## config.mk

```make
export PLATFORM = sky130hd
export DESIGN_NAME = k_fifo_2deep_rv
export DESIGN_NICKNAME = d
export VERILOG_FILES = /design/src/rtl/k_fifo_2deep_rv_pkg.sv /design/src/rtl/k_dp_2deep_ram_t1.sv /design/src/rtl/k_fifo_2deep_rv.sv
export SDC_FILE = /design/constraint.sdc
export NUM_CORES = 1
export LEC_CHECK = 0
export CORE_MARGIN = 2
export CORE_UTILIZATION = 35
export DETAILED_ROUTE_END_ITERATION = 8
export GPL_ROUTABILITY_DRIVEN = 0
export HOLD_SLACK_MARGIN = 0.12
export MAX_ROUTING_LAYER = met4
export PLACE_DENSITY_LB_ADDON = 0.15
export SETUP_SLACK_MARGIN = 0.5
export SLEW_MARGIN = 10
export SYNTH_ARGS = -nofsm -noshare
export SYNTH_HDL_FRONTEND = slang
export SYNTH_SLANG_ARGS = --single-unit
```

## constraint.sdc

```tcl
create_clock -name clk -period 2.31 [get_ports clk]
set_clock_uncertainty 0.2 [all_clocks]
set_input_delay 0.3465 -clock clk [delete_from_list [all_inputs] [get_ports clk]]
set_output_delay 0.3465 -clock clk [all_outputs]
set_load 0.005 [all_outputs]
```

## src/rtl/k_fifo_2deep_rv_pkg.sv

```systemverilog
// Shared sizing for the 2-deep valid/ready FIFO and a pointer-advance helper.
package k_fifo_2deep_rv_pkg;

  localparam int unsigned FIFO_DEPTH = 2;
  localparam int unsigned PTR_W      = 1;
  localparam int unsigned CNT_W      = 2;

  // {wrap, ptr} + 1: the wrap bit toggles exactly when ptr passes from 1 to 0.
  function automatic logic [PTR_W:0] ptr_inc(input logic [PTR_W:0] p);
    return p + {{PTR_W{1'b0}}, 1'b1};
  endfunction

endpackage

```

## src/rtl/k_dp_2deep_ram_t1.sv

```systemverilog
// 2-deep dual-port RAM: synchronous write, asynchronous read; contents are not reset.
// Latency: a write is visible on q just after the write edge; no backpressure.
module k_dp_2deep_ram_t1 #(
  parameter int data_size = 8,
  parameter int addr_size = 1
) (
  input  logic                 clk,
  input  logic                 wen,
  input  logic [addr_size-1:0] waddr,
  input  logic [data_size-1:0] wdata,
  input  logic [addr_size-1:0] raddr,
  output logic [data_size-1:0] q
);

  logic [data_size-1:0] mem [2**addr_size];

  always_ff @(posedge clk) begin
    if (wen) begin
      mem[waddr] <= wdata;
    end
  end

  assign q = mem[raddr];

endmodule

```

## src/rtl/k_fifo_2deep_rv.sv

```systemverilog
// 2-entry valid/ready FIFO; a pushed word is visible on out_data just after its edge, no bypass.
// in_ready = !full and out_valid = !empty, both from state only; flush clears at the next edge.
module k_fifo_2deep_rv
  import k_fifo_2deep_rv_pkg::*;
#(
  parameter int data_size = 8,
  parameter int addr_size = 1
) (
  input  logic                 clk,
  input  logic                 rst,
  input  logic [data_size-1:0] in_data,
  input  logic                 in_valid,
  output logic                 in_ready,
  output logic [data_size-1:0] out_data,
  output logic                 out_valid,
  input  logic                 out_ready,
  input  logic                 flush,
  output logic [CNT_W-1:0]     count
);

  generate
    if (addr_size != PTR_W) begin : g_bad_addr_size
      $error("k_fifo_2deep_rv: addr_size must be 1 (depth 2)");
    end
  endgenerate

  logic [PTR_W-1:0] wptr_q, wptr_d, rptr_q, rptr_d;
  logic             wwrap_q, wwrap_d, rwrap_q, rwrap_d;
  logic [CNT_W-1:0] count_q, count_d;

  logic empty, full, push, pop, wen;

  assign empty     = (wptr_q == rptr_q) && (wwrap_q == rwrap_q);
  assign full      = (wptr_q == rptr_q) && (wwrap_q != rwrap_q);
  assign in_ready  = !full;
  assign out_valid = !empty;
  assign push      = in_valid & in_ready;
  assign pop       = out_valid & out_ready;
  // A word offered during flush is dropped even though in_ready may read 1.
  assign wen       = push & ~flush;
  assign count     = count_q;

  always_comb begin
    {wwrap_d, wptr_d} = {wwrap_q, wptr_q};
    {rwrap_d, rptr_d} = {rwrap_q, rptr_q};
    count_d           = count_q;
    if (flush) begin
      {wwrap_d, wptr_d} = '0;
      {rwrap_d, rptr_d} = '0;
      count_d           = '0;
    end else begin
      if (push) begin
        {wwrap_d, wptr_d} = ptr_inc({wwrap_q, wptr_q});
      end
      if (pop) begin
        {rwrap_d, rptr_d} = ptr_inc({rwrap_q, rptr_q});
      end
      case ({push, pop})
        2'b10:   count_d = count_q + 2'd1;
        2'b01:   count_d = count_q - 2'd1;
        default: count_d = count_q;
      endcase
    end
  end

  always_ff @(posedge clk or posedge rst) begin
    if (rst) begin
      wptr_q  <= '0;
      rptr_q  <= '0;
      wwrap_q <= 1'b0;
      rwrap_q <= 1'b0;
      count_q <= '0;
    end else begin
      wptr_q  <= wptr_d;
      rptr_q  <= rptr_d;
      wwrap_q <= wwrap_d;
      rwrap_q <= rwrap_d;
      count_q <= count_d;
    end
  end

  k_dp_2deep_ram_t1 #(
    .data_size (data_size),
    .addr_size (addr_size)
  ) u_ram (
    .clk   (clk),
    .wen   (wen),
    .waddr (wptr_q),
    .wdata (in_data),
    .raddr (rptr_q),
    .q     (out_data)
  );

endmodule
```

==> reports/metrics.cfg <==
[worst_hold_path]
min_from = in_data[1]
worstHoldEndpoint = u_ram.mem[0][1]
min_path_cells = 1
min_path_type = in2reg

[finish]
fin_area_um2 = 1588
drive_gt1_frac = 0.5217
final_util = 0.6295
diodes = 0
syn2layout_area_growth_pct = 66.32
final_nets = 129

[grt]
grt_pass1_wl_um = 3332
grt_max_degree = 13
grtUsageMet3 = 0.04419
grt-ovfl-total = 0
grtUsageMet2 = 0.2555
grt_use_met1 = 0.1437
grt_usage = 0.1480
first_global_vias = 727
top_usage_layer = met2
antenna_found_initial = 0

[logic_synthesis]
synthSimpleGateAreaFrac = 0.05898
seq_area_frac_synth = 0.6606
yosysWarnings = 0
synth_nets = 77
ys_ff_latch = 22
synth_xor_area_frac = 0.1048
netlist_area_um2 = 954.7
syn_area_per_cell_um2 = 14.92
synth_top_family_by_area = multiplexers
synth.distinct_cells = 19
synth_cells = 64
synth-compound-area-share = 0.04849
synthMuxAreaShare = 0.1062
synth_fa_ha_area_frac = 0

[clocking]
clkTransAtPathRegs_ns = 0.12
cts_root_buffer = clkbuf_4
cts-htree-levels = 1
cts_made_buffers = 3
clock-sinks = 22
clock_latency_ns = 0.32
cts_buffer_depth = 2
cts_tree = built

[power_and_ir_drop]
switching_share = 0.3156
p_leak_uw = 0.0006532
switching_power_uw = 528.2
pwr_density_cell_nw_per_um2 = 1054
ir_drop_uv = 566.8
pwr-share-seq = 0.318
clock_power_share = 0.111
power.total_uw = 1673
internal_power_uw = 1145
p_comb_frac = 0.571

[worst_setup_path]
cp_common_cell = buf_6
required_ns = 1.76
crit_path_max_incr_delay_ns = 0.46
reg2reg_to = u_ram.mem[1][0]
crit_cells = 4
critical_path_class = reg2out
crit_path_start_kind = flop
cp_cell_sequence = buf_6 > buf_6 > mux2_4 > buf_6
cp-end-kind = output port
path_buf_inv = 3
r2r-start = rptr_q
crit_slowest_cell = dfrtp_2
rrSetupSlack_ns = 0.39
r2r_cells = 6
arrival_ns = 1.43
cp_max_fo = 4
crit_family = flip-flops

[route]
firstDrtPassIters = 3
antenna_left = 0
avgRoutedWirePerCell_um = 15.52
vias_per_cell = 4.710
drc_errors = 0
vias = 683
drt_iter0_drc = 14
postRouteWirelength_um = 2250

[place]
dp_hpwl_um = 1264
dpl_cell_area_um2 = 1269
port_buffers = 24

[sta]
whs_ns = 0.4054
max_freq_mhz = 506.9
rsz0062_at_grt = yes
setup_viol = 0
setup_tns_ns = 0
period_minus_slack_ns = 1.973
maxSlewViolCount = 0
hold_viol = 0
worst_pin_slew_ns = 0.3855
slew_headroom = 0.7422
min_period_over_period = 0.8540

[floorplanning]
die_area_um2 = 3161
die_y_um = 56.23
core_um2 = 2522
num_rows = 18
die_x_um = 56.23
pin_count = 25
initial_core_util = 0.3785

[run]
drv_cap = 0

[status]
status = finished clean

what timing repair did:
| item | in CTS | in global routing |
|---|---|---|
| hold buffers | 1 | 0 |
| resized for setup | 55 | 21 |
| setup buffers | 13 | 5 |
| endpoints found under the setup margin | 15 | 30 |
| endpoints found under the hold margin | 6 | 0 |
| pin swaps | 5 | 6 |
per-stage QoR:
step | instances | setup slack (ns)
after floorplan | 64 | 0.3290
final | 145 | 0.3374
after CTS | 140 | 0.3501
after global placement | 122 | 0.3426
after detailed placement | 122 | 0.3183
after global routing | 145 | 0.2906
logic make-up after synthesis:
logic type	Yosys count
buffers and inverters	5
xor gates and xnor gates	9
DFF	22
muxes	9
AOI/OAI and AO/OA	6
and+or+nand+nor	13
cell usage in the layout (no fill, tap or decap):
cell type	Yosys	final
edfxtp_1	16	16
buf_6	0	14
clkdlybuf4s50_1	0	13
buf_4	0	12
buf_2	1	7
nor2_1	6	6
mux2_2	8	5
mux2_4	0	4
dfrtp_2	0	4
inv_1	3	3
clkbuf_4	0	3
nor2b_1	2	2
xnor2_4	0	2
xor2_4	0	2
o21ai_4	0	2
nand2_1	3	2
o211ai_1	2	2
xor2_1	3	2
xnor2_1	4	2
nor3_2	0	2
dfrtp_1	6	2
nand2_2	0	1
a21oi_1	1	1
a32oi_2	0	1
xnor3_1	1	1
clkbuf_1	0	1
dlygate4sd3_1	0	1
dlymetal6s2s_1	0	1
buf_12	0	1
cells in the mapped netlist:
cell,n,area [um^2]
edfxtp_1,16,480.5
mux2_2,8,90.09
dfrtp_1,6,150.1
nor2_1,6,22.52
xnor2_1,4,35.03
inv_1,3,11.26
nand2_1,3,11.26
xor2_1,3,26.28
nor2b_1,2,12.51
nor3_1,2,10.01
o211ai_1,2,15.01
o21ai_2,2,17.52
a21oi_1,1,5.000
a32oi_1,1,8.760
buf_1,1,3.750
buf_2,1,5.000
mux2_1,1,11.26
xnor3_1,1,22.52
xor2_2,1,16.27
flip-flops by register name, summed over array words and instances (netlist names):
name and flops:
wwrap_q 1, rwrap_q 1, rptr_q 1, wptr_q 1
count 2, u_ram.mem 16
how the worst max path moves through the flow:
stage / to / start
6_report: out_data[0] / rptr_q
3_3_place_gp: out_data[2] / rptr_q
2_1_floorplan: u_ram.mem[0][0] / rwrap_q
4_1_cts: out_data[0] / rptr_q
5_1_grt: out_data[0] / rptr_q
3_5_place_dp: out_data[2] / rptr_q
metal layers:
layer  vias to the layer above  part of all wire
met2                        16              0.56
met4                         0             0.020
met1                       338              0.37
met3                         4             0.048
met5                         -                 0
li1                        325                 -
power groups by stage:
stage          clock, uW  combinational, uW  sequential (uW)
2_1_floorplan          0                308              536
4_1_cts              184                769              532
6_report             185                955              533
5_1_grt              207               1030              541
3_3_place_gp           0                560              544
3_5_place_dp           0                559              547
layout make-up:
cell class / instances / area (um^2)
flip-flops and latches: 22 / 635.6
clock buffers: 4 / 26.28
well taps: 30 / 37.54
fillers: 211 / 934.6
inverters: 3 / 11.26
repair buffers: 49 / 455.4
multi-input cells: 37 / 421.7
(Power assumes the default switching activity.)
